[src/rtl/philo_pkg.sv]
// Shared encodings for the dining-philosophers monitor: philosopher states,
// event codes and the legal state-transition table.
package philo_pkg;

  typedef enum logic [1:0] {
    ST_THINK  = 2'd0,
    ST_PASS   = 2'd1,
    ST_EAT    = 2'd2,
    ST_HUNGRY = 2'd3
  } phil_st_e;

  typedef enum logic [1:0] {
    EV_EAT_START = 2'd0,
    EV_STARVE    = 2'd1,
    EV_SAFETY    = 2'd2,
    EV_ILLEGAL   = 2'd3
  } ev_code_e;

  function automatic logic legal_trans(input logic [1:0] prev, input logic [1:0] cur);
    logic ok;
    case (prev)
      ST_THINK:  ok = (cur != ST_EAT);
      ST_PASS:   ok = (cur == ST_PASS)   || (cur == ST_THINK);
      ST_EAT:    ok = (cur == ST_EAT)    || (cur == ST_THINK);
      ST_HUNGRY: ok = (cur == ST_HUNGRY) || (cur == ST_EAT);
      default:   ok = 1'b0;
    endcase
    return ok;
  endfunction

endpackage

[src/rtl/philo_if.sv]
// Valid/ready event stream carrying the philosopher index and event code.
interface philo_if #(
  parameter int N = 8
);
  localparam int IDX_W = $clog2(N);

  logic             ev_valid;
  logic             ev_ready;
  logic [IDX_W-1:0] ev_idx;
  logic [1:0]       ev_code;

  modport master (output ev_valid, output ev_idx, output ev_code, input ev_ready);
  modport slave  (input ev_valid, input ev_idx, input ev_code, output ev_ready);
endinterface

[src/rtl/philo_watch.sv]
// Per-philosopher watcher: previous-state register, hungry wait counter and
// the four raw detections (safety, illegal transition, starvation, eat start).
module philo_watch
  import philo_pkg::*;
#(
  parameter int CNT_W        = 8,
  parameter int STARVE_LIMIT = 100
) (
  input  logic             clock,
  input  logic             reset_n,
  input  logic             enable,
  input  logic             clear,
  input  logic             prev_valid,
  input  logic [1:0]       st_cur,
  input  logic [1:0]       st_nb,
  output logic             det_safety,
  output logic             det_illegal,
  output logic             det_starve,
  output logic             det_eat,
  output logic [CNT_W-1:0] cnt_next
);

  localparam logic [CNT_W-1:0] CNT_MAX  = {CNT_W{1'b1}};
  localparam logic [CNT_W-1:0] LIMIT_M1 = CNT_W'(STARVE_LIMIT - 1);

  logic [1:0]       prev_r;
  logic [CNT_W-1:0] cnt_r;
  logic             active_s;

  assign active_s = enable & ~clear;

  // Previous state is sampled every cycle regardless of enable or clear.
  always_ff @(posedge clock or negedge reset_n) begin
    if (!reset_n) begin
      prev_r <= 2'd0;
    end else begin
      prev_r <= st_cur;
    end
  end

  // Wait counter next value: holds while disabled, saturates while hungry.
  always_comb begin
    cnt_next = cnt_r;
    if (clear) begin
      cnt_next = {CNT_W{1'b0}};
    end else if (!enable) begin
      cnt_next = cnt_r;
    end else if (st_cur == ST_HUNGRY) begin
      cnt_next = (cnt_r == CNT_MAX) ? cnt_r : cnt_r + 1'b1;
    end else begin
      cnt_next = {CNT_W{1'b0}};
    end
  end

  // Wait counter register.
  always_ff @(posedge clock or negedge reset_n) begin
    if (!reset_n) begin
      cnt_r <= {CNT_W{1'b0}};
    end else begin
      cnt_r <= cnt_next;
    end
  end

  // Starvation fires only on the increment that lands exactly on the limit.
  assign det_safety  = active_s && (st_cur == ST_EAT) && (st_nb == ST_EAT);
  assign det_illegal = active_s && prev_valid && !legal_trans(prev_r, st_cur);
  assign det_eat     = active_s && prev_valid && (prev_r == ST_HUNGRY) && (st_cur == ST_EAT);
  assign det_starve  = active_s && (st_cur == ST_HUNGRY) && (cnt_r == LIMIT_M1);

endmodule

[src/rtl/philo_monitor.sv]
// Ring monitor top: one watcher per philosopher, priority event select,
// event queue, lost-event counter and the sticky status outputs.
module philo_monitor
  import philo_pkg::*;
#(
  parameter int N            = 8,
  parameter int CNT_W        = 8,
  parameter int STARVE_LIMIT = 100,
  parameter int FIFO_DEPTH   = 4
) (
  input  logic             clock,
  input  logic             reset_n,
  input  logic [2*N-1:0]   st,
  input  logic             enable,
  input  logic             clear,
  philo_if.master          ev,
  output logic             safety_err,
  output logic [N-1:0]     starve,
  output logic [CNT_W-1:0] ev_drop,
  output logic [CNT_W-1:0] hungry_max
);

  localparam int IDX_W  = $clog2(N);
  localparam int PTR_W  = $clog2(FIFO_DEPTH);
  localparam int CNT_FW = PTR_W + 1;
  localparam int DET_W  = $clog2(4 * N + 1);
  localparam int SUM_W  = CNT_W + DET_W + 1;
  localparam logic [CNT_W-1:0]  CNT_MAX = {CNT_W{1'b1}};
  localparam logic [CNT_FW-1:0] DEPTH_C = CNT_FW'(FIFO_DEPTH);

  logic [N-1:0]       det_safety_s, det_illegal_s, det_starve_s, det_eat_s;
  logic [CNT_W-1:0]   cnt_next_s [N];
  logic               prev_valid_r;
  logic               safety_err_r;
  logic [N-1:0]       starve_r;
  logic [CNT_W-1:0]   ev_drop_r, hungry_max_r, drop_next_s, hungry_next_s;
  logic               sel_valid_s;
  logic [IDX_W-1:0]   sel_idx_s;
  logic [1:0]         sel_code_s;
  logic [DET_W-1:0]   det_cnt_s;
  logic [SUM_W-1:0]   drop_sum_s;
  logic               pop_s, push_s, lost_s, full_s;
  logic [IDX_W-1:0]   mem_idx_r  [FIFO_DEPTH];
  logic [1:0]         mem_code_r [FIFO_DEPTH];
  logic [PTR_W-1:0]   wr_ptr_r, rd_ptr_r;
  logic [CNT_FW-1:0]  count_r;

  for (genvar gi = 0; gi < N; gi++) begin : g_watch
    philo_watch #(
      .CNT_W        (CNT_W),
      .STARVE_LIMIT (STARVE_LIMIT)
    ) u_watch (
      .clock       (clock),
      .reset_n     (reset_n),
      .enable      (enable),
      .clear       (clear),
      .prev_valid  (prev_valid_r),
      .st_cur      (st[2*gi +: 2]),
      .st_nb       (st[2*((gi+1)%N) +: 2]),
      .det_safety  (det_safety_s[gi]),
      .det_illegal (det_illegal_s[gi]),
      .det_starve  (det_starve_s[gi]),
      .det_eat     (det_eat_s[gi]),
      .cnt_next    (cnt_next_s[gi])
    );
  end

  function automatic logic [IDX_W-1:0] low_idx(input logic [N-1:0] v);
    logic [IDX_W-1:0] r;
    r = {IDX_W{1'b0}};
    for (int i = N - 1; i >= 0; i--) begin
      r = v[i] ? IDX_W'(i) : r;
    end
    return r;
  endfunction

  // Priority select: category first, then lowest index.
  always_comb begin
    sel_valid_s = |{det_safety_s, det_illegal_s, det_starve_s, det_eat_s};
    if (|det_safety_s) begin
      sel_code_s = EV_SAFETY;
      sel_idx_s  = low_idx(det_safety_s);
    end else if (|det_illegal_s) begin
      sel_code_s = EV_ILLEGAL;
      sel_idx_s  = low_idx(det_illegal_s);
    end else if (|det_starve_s) begin
      sel_code_s = EV_STARVE;
      sel_idx_s  = low_idx(det_starve_s);
    end else begin
      sel_code_s = EV_EAT_START;
      sel_idx_s  = low_idx(det_eat_s);
    end
  end

  // Total detections this cycle; all but the selected one are lost.
  always_comb begin
    det_cnt_s = {DET_W{1'b0}};
    for (int i = 0; i < N; i++) begin
      det_cnt_s = det_cnt_s + DET_W'(det_safety_s[i]) + DET_W'(det_illegal_s[i])
                + DET_W'(det_starve_s[i]) + DET_W'(det_eat_s[i]);
    end
  end

  assign pop_s  = ev.ev_valid & ev.ev_ready;
  assign full_s = (count_r == DEPTH_C);
  assign push_s = sel_valid_s & (~full_s | pop_s);
  assign lost_s = sel_valid_s & ~push_s;

  // Lost-event accumulation with saturation.
  always_comb begin
    drop_sum_s = SUM_W'(ev_drop_r);
    if (sel_valid_s) begin
      drop_sum_s = SUM_W'(ev_drop_r) + SUM_W'(det_cnt_s) + SUM_W'(lost_s) - SUM_W'(1'b1);
    end else begin
      drop_sum_s = SUM_W'(ev_drop_r);
    end
  end

  assign drop_next_s = (drop_sum_s > SUM_W'(CNT_MAX)) ? CNT_MAX : drop_sum_s[CNT_W-1:0];

  // Running maximum over the freshly updated wait counters.
  always_comb begin
    hungry_next_s = hungry_max_r;
    for (int i = 0; i < N; i++) begin
      hungry_next_s = (cnt_next_s[i] > hungry_next_s) ? cnt_next_s[i] : hungry_next_s;
    end
  end

  // Event queue storage and pointers.
  always_ff @(posedge clock or negedge reset_n) begin
    if (!reset_n) begin
      for (int i = 0; i < FIFO_DEPTH; i++) begin
        mem_idx_r[i]  <= {IDX_W{1'b0}};
        mem_code_r[i] <= 2'd0;
      end
      wr_ptr_r <= {PTR_W{1'b0}};
      rd_ptr_r <= {PTR_W{1'b0}};
      count_r  <= {CNT_FW{1'b0}};
    end else if (clear) begin
      wr_ptr_r <= {PTR_W{1'b0}};
      rd_ptr_r <= {PTR_W{1'b0}};
      count_r  <= {CNT_FW{1'b0}};
    end else begin
      if (push_s) begin
        mem_idx_r[wr_ptr_r]  <= sel_idx_s;
        mem_code_r[wr_ptr_r] <= sel_code_s;
        wr_ptr_r             <= wr_ptr_r + 1'b1;
      end
      if (pop_s) begin
        rd_ptr_r <= rd_ptr_r + 1'b1;
      end
      case ({push_s, pop_s})
        2'b10:   count_r <= count_r + 1'b1;
        2'b01:   count_r <= count_r - 1'b1;
        default: count_r <= count_r;
      endcase
    end
  end

  // Sticky flags, counters and the prev-valid qualifier.
  always_ff @(posedge clock or negedge reset_n) begin
    if (!reset_n) begin
      prev_valid_r <= 1'b0;
      safety_err_r <= 1'b0;
      starve_r     <= {N{1'b0}};
      ev_drop_r    <= {CNT_W{1'b0}};
      hungry_max_r <= {CNT_W{1'b0}};
    end else if (clear) begin
      prev_valid_r <= 1'b0;
      safety_err_r <= 1'b0;
      starve_r     <= {N{1'b0}};
      ev_drop_r    <= {CNT_W{1'b0}};
      hungry_max_r <= {CNT_W{1'b0}};
    end else begin
      prev_valid_r <= 1'b1;
      safety_err_r <= safety_err_r | (|det_safety_s);
      starve_r     <= starve_r | det_starve_s;
      ev_drop_r    <= drop_next_s;
      hungry_max_r <= hungry_next_s;
    end
  end

  assign ev.ev_valid = (count_r != {CNT_FW{1'b0}});
  assign ev.ev_idx   = mem_idx_r[rd_ptr_r];
  assign ev.ev_code  = mem_code_r[rd_ptr_r];
  assign safety_err  = safety_err_r;
  assign starve      = starve_r;
  assign ev_drop     = ev_drop_r;
  assign hungry_max  = hungry_max_r;

endmodule

[src/flat_wrapper.sv]
// flat-port wrapper written by rule: the top's interface ports become plain ports
module philo_monitor_flat import philo_pkg::*;
#(
  parameter int N            = 8,
  parameter int CNT_W        = 8,
  parameter int STARVE_LIMIT = 100,
  parameter int FIFO_DEPTH   = 4
)
  (clock, reset_n, st, enable, clear, safety_err, starve, ev_drop, hungry_max, ev_ev_valid, ev_ev_idx, ev_ev_code, ev_ev_ready);
  philo_if #(.N(N)) ev_i ();
  input  logic clock;
  input  logic reset_n;
  input  logic [2*N-1:0] st;
  input  logic enable;
  input  logic clear;
  output logic safety_err;
  output logic [N-1:0] starve;
  output logic [CNT_W-1:0] ev_drop;
  output logic [CNT_W-1:0] hungry_max;
  output wire logic [$bits(ev_i.ev_valid)-1:0] ev_ev_valid;
  output wire logic [$bits(ev_i.ev_idx)-1:0] ev_ev_idx;
  output wire logic [$bits(ev_i.ev_code)-1:0] ev_ev_code;
  input wire logic [$bits(ev_i.ev_ready)-1:0] ev_ev_ready;
  assign ev_ev_valid = ev_i.ev_valid;
  assign ev_ev_idx = ev_i.ev_idx;
  assign ev_ev_code = ev_i.ev_code;
  assign ev_i.ev_ready = ev_ev_ready;
  philo_monitor #(.N(N), .CNT_W(CNT_W), .STARVE_LIMIT(STARVE_LIMIT), .FIFO_DEPTH(FIFO_DEPTH)) u_core (.clock(clock), .reset_n(reset_n), .st(st), .enable(enable), .clear(clear), .ev(ev_i), .safety_err(safety_err), .starve(starve), .ev_drop(ev_drop), .hungry_max(hungry_max));
endmodule
[config.mk]
export PLATFORM = sky130hd
export DESIGN_NAME = philo_monitor_flat
export DESIGN_NICKNAME = d
export VERILOG_FILES = /design/src/rtl/philo_pkg.sv /design/src/rtl/philo_if.sv /design/src/rtl/philo_watch.sv /design/src/rtl/philo_monitor.sv /design/src/flat_wrapper.sv
export SDC_FILE = /design/constraint.sdc
export NUM_CORES = 1
export LEC_CHECK = 0
export CORE_MARGIN = 3
export CORE_UTILIZATION = 35
export DETAILED_ROUTE_END_ITERATION = 6
export DONT_BUFFER_PORTS = 1
export PLACE_DENSITY_LB_ADDON = 0.2
export SETUP_SLACK_MARGIN = 0.5
export SLEW_MARGIN = 0
export SYNTH_ARGS = -nofsm -noshare
export SYNTH_HDL_FRONTEND = slang
export SYNTH_HIERARCHICAL = 1
export SYNTH_SLANG_ARGS = --single-unit
[constraint.sdc]
create_clock -name clock -period 39.8 [get_ports clock]
set_clock_uncertainty 0.05 [all_clocks]
set_input_delay 5.97 -clock clock [delete_from_list [all_inputs] [get_ports clock]]
set_output_delay 5.97 -clock clock [all_outputs]
set_load 0.01 [all_outputs]
==> impl_metrics.toml <==
[clock_network]
post_cts_resize_count = 0
cts_tree = "done"
h-tree-depth = 4
cts_buffer_depth = 2
cts-root-buf = "clkbuf_16"
clock_sinks = 133
cts_setup_buffers = 0
insertion_delay_ns = 0.43
holdBufCountCts = 0
cts_inserted_buffers = 17
path_clk_slew_ns = 0.06

[sta]
rsz0062_at_grt = "false"
min_period_ns = 22.98
hold_violations = 0
tightest_slew_ns = 1.18
setup_viol = 0
tns_ns = 0
relSlewSlack_pct = 20.4
fin_crit_sh_pct = 57.7
drv_slew = 0
fmax_mhz = 43.5

[worst_setup_path]
startpoint_type = "input pin"
critPathKind = "in -> reg"
r2r-start = "u_core/g_watch[0].u_watch/cnt_r[0]"
worstSetupEndpointType = "flop"
critPathMaxStageDelay_ns = 0.91
r2r_cells = 76
critPathMostFrequentCell = "ha_1"
r2r_end = "u_core/hungry_max[7]"
cpMaxStageDelayCell = "o21ai_0"
cp_max_fo = 87
rrSetupSlack_ns = 21.58
cp.arrival_ns = 23.19
crit_required_ns = 40.01

[routing]
dr_total_vias = 9975
routed_wl_mm = 32.4
initialDrtViolationCount = 729
wl_per_cell_um = 18.6
postRouteAntennaNets = 0
firstDrtPassIters = 5
vias_per_cell = 5.73
drcViolationCount = 0

[hold_path]
hold_end = "u_core/mem_code_r[1]"
hold_start = "u_core/mem_code_r[1]"
worstHoldPathCells = 2
worstHoldPathType = "reg -> reg"

[grt]
grt_max_degree = 134
gr-total-overflow = 0
grt_pass1_wl_mm = 52.3
grt_usage_pct = 17.9
antenna_found_initial = 0
grt_pass1_vias = 9512

[pwr]
p_leak_nw = 5.65
vdd_ir_drop_max_uv = 66.6
p_int_uw = 587
seq_power_share_pct = 15.6
combPwrFrac_pct = 70.8
p_per_area_nw_per_um2 = 87.3
p_sw_uw = 546
power.total_mw = 1.13
pwr-share-clk_pct = 13.6
sw_frac_of_total_pct = 48.2

[logic_synthesis]
syn_area_um2 = 12100
synth-xor-area-share_pct = 1.38
muxShareOfSynthArea_pct = 7.33
synth.avg_cell_area_um2 = 9.31
synth_nets = 1459
async_reset_ff_share_pct = 100
synth.distinct_cells = 96
ys_warn_count = 6
synth-edff-count = 0
netlist_instances = 1296
synth_top_family_by_area = "simple AND/OR/NAND/NOR gates"
yosysSeqAreaShare_pct = 27.6
ys_seq_elements = 133
synth-compound-area-share_pct = 18.4
synth_ff_type = "dfrtp_1"
synth_fa_ha_area_share_pct = 16.5
yosys.area_share.simple_pct = 23.0

[finish]
final_net_count = 1445
multi_input_area_um2 = 8050
layout_common_cells = "133 x dfrtp_1, 114 x inv_1, 114 x ha_1, 84 x a21oi_1, 79 x nor2_1"
areaGrowthSynthToFinish_pct = 7.55
final_layout_size_suffix_gt1_share_pct = 8.50
n_fill_cell = 3409
diodes = 0
ff_latch_area_um2 = 3330
layout_commonest_cell = "dfrtp_1"

[floorplanning]
die_area_um2 = 36700
io_pins = 52
die_w_um = 192
initial_core_util_pct = 35.7
core_area_um2 = 33800
rows = 67
fp.dieH_um = 192

[placed_design]
gp_congestion = 0.878
dp_hpwl_mm = 24.4
port_buffers = 0

[run]
max_cap_violations = 0

[outcome]
status = "complete, no violations"
[per-stage QoR]
stage	area [µm²]	hold WS, ns	util [%]	worst slack, ns	std cells
2_1_floorplan	12100	0.395	-	19.36	1296
3_3_place_gp	12400	0.412	36.7	17.08	1711
3_5_place_dp	12400	0.422	36.7	16.69	1711
4_1_cts	13000	0.435	38.4	17.09	1742
5_1_grt	13000	0.467	38.4	15.35	1742
6_report	13000	0.435	38.4	16.82	1742
[kinds of logic after synthesis]
logic type,count (synthesis)
AO/OA/AOI/OAI,300
XOR/XNOR,19
AND/OR/NAND/NOR,471
buffers and inverters,153
flip-flops,133
multiplexers,77
adder cells (fa/ha/maj),143
[worst max path at each step]
| stage | slack (ns) | from | endpoint |
|---|---|---|---|
| 2_1_floorplan | 19.36 | enable | u_core/hungry_max[6] |
| 3_3_place_gp | 17.08 | enable | u_core/hungry_max[6] |
| 3_5_place_dp | 16.69 | enable | u_core/hungry_max[7] |
| 4_1_cts | 17.09 | enable | u_core/hungry_max[7] |
| 5_1_grt | 15.35 | enable | u_core/hungry_max[7] |
| 6_report | 16.82 | enable | u_core/hungry_max[7] |
[sequential cells by signal, summed over array words and instances, names as in the netlist]
register / cells
u_core/count_r: 3
u_core/ev_drop: 8
u_core/g_watch.u_watch/cnt_r: 64
u_core/g_watch.u_watch/prev_r: 16
u_core/hungry_max: 8
u_core/mem_code_r: 8
u_core/mem_idx_r: 12
u_core/prev_valid_r: 1
u_core/rd_ptr_r: 2
u_core/safety_err: 1
u_core/starve: 8
u_core/wr_ptr_r: 2
[power by group through the flow]
stage | clock (mW) | combinational (mW) | sequential (mW)
3_3_place_gp | 0 | 0.782 | 0.179
3_5_place_dp | 0 | 0.792 | 0.180
4_1_cts | 0.159 | 0.796 | 0.177
5_1_grt | 0.165 | 0.896 | 0.180
2_1_floorplan | 0 | 0.648 | 0.169
6_report | 0.154 | 0.802 | 0.177
[synth_stat cells (8+ instances only)]
| cell type | instances | area share [%] |
|---|---|---|
| o211ai_1 | 8 | 0.50 |
| a41oi_1 | 8 | 0.58 |
| a31oi_1 | 15 | 0.78 |
| a311oi_1 | 8 | 0.58 |
| nand3_1 | 48 | 2.0 |
| a21o_1 | 10 | 0.62 |
| o221a_2 | 8 | 0.75 |
| or3b_1 | 13 | 0.94 |
| nand4_1 | 25 | 1.3 |
| a21bo_4 | 8 | 1.1 |
| nand3b_1 | 37 | 2.3 |
| buf_2 | 8 | 0.33 |
| clkbuf_1 | 12 | 0.37 |
| xnor2_1 | 9 | 0.65 |
| nor4_1 | 23 | 1.2 |
| and2_1 | 9 | 0.47 |
| mux2i_1 | 49 | 4.1 |
| mux2_2 | 17 | 1.6 |
| nand2_1 | 59 | 1.8 |
| a21bo_1 | 8 | 0.66 |
| a21oi_1 | 84 | 3.5 |
| xor2_1 | 10 | 0.73 |
| dfrtp_1 | 133 | 28 |
| fa_1 | 28 | 4.6 |
| a211oi_1 | 35 | 2.2 |
| buf_6 | 11 | 1.0 |
| and3_1 | 34 | 1.8 |
| nor2_1 | 79 | 2.5 |
| nor3b_1 | 10 | 0.62 |
| ha_1 | 114 | 12 |
| o21a_1 | 8 | 0.50 |
| o21ai_0 | 30 | 1.2 |
| and4_1 | 10 | 0.73 |
| inv_1 | 114 | 3.5 |
| nor2b_1 | 18 | 0.93 |
| nor3_1 | 37 | 1.5 |
| nand2b_1 | 27 | 1.4 |
[worst max-delay path: cells and delay by family]
kind                     cells  cell delay (ns)
AND/OR/NAND/NOR             24             4.53
AO/OA/AOI/OAI               30             7.43
buffers and inverters        5             0.61
multiplexers                 7             2.40
adder cells (fa/ha/maj)      8             2.22
[metal layers]
layer,wire length (µm),vias to the layer above,share of wire [%],track usage [%]
met4,567,0,1.7,5.00
li1,-,4804,-,-
met1,15600,4862,48,24.8
met2,14200,258,44,27.6
met3,2040,51,6.3,4.54
met5,0,-,0,0
[layout make-up]
class | count | area share, %
flip-flops and latches | 133 | 25.6
multi-input cells | 1010 | 62.0
inverters | 115 | 3.33
clock inverters | 7 | 0.762
clock buffers | 24 | 3.63
repair buffers | 5 | 0.289
well taps | 448 | 4.32
(Power assumes the default switching activity.)
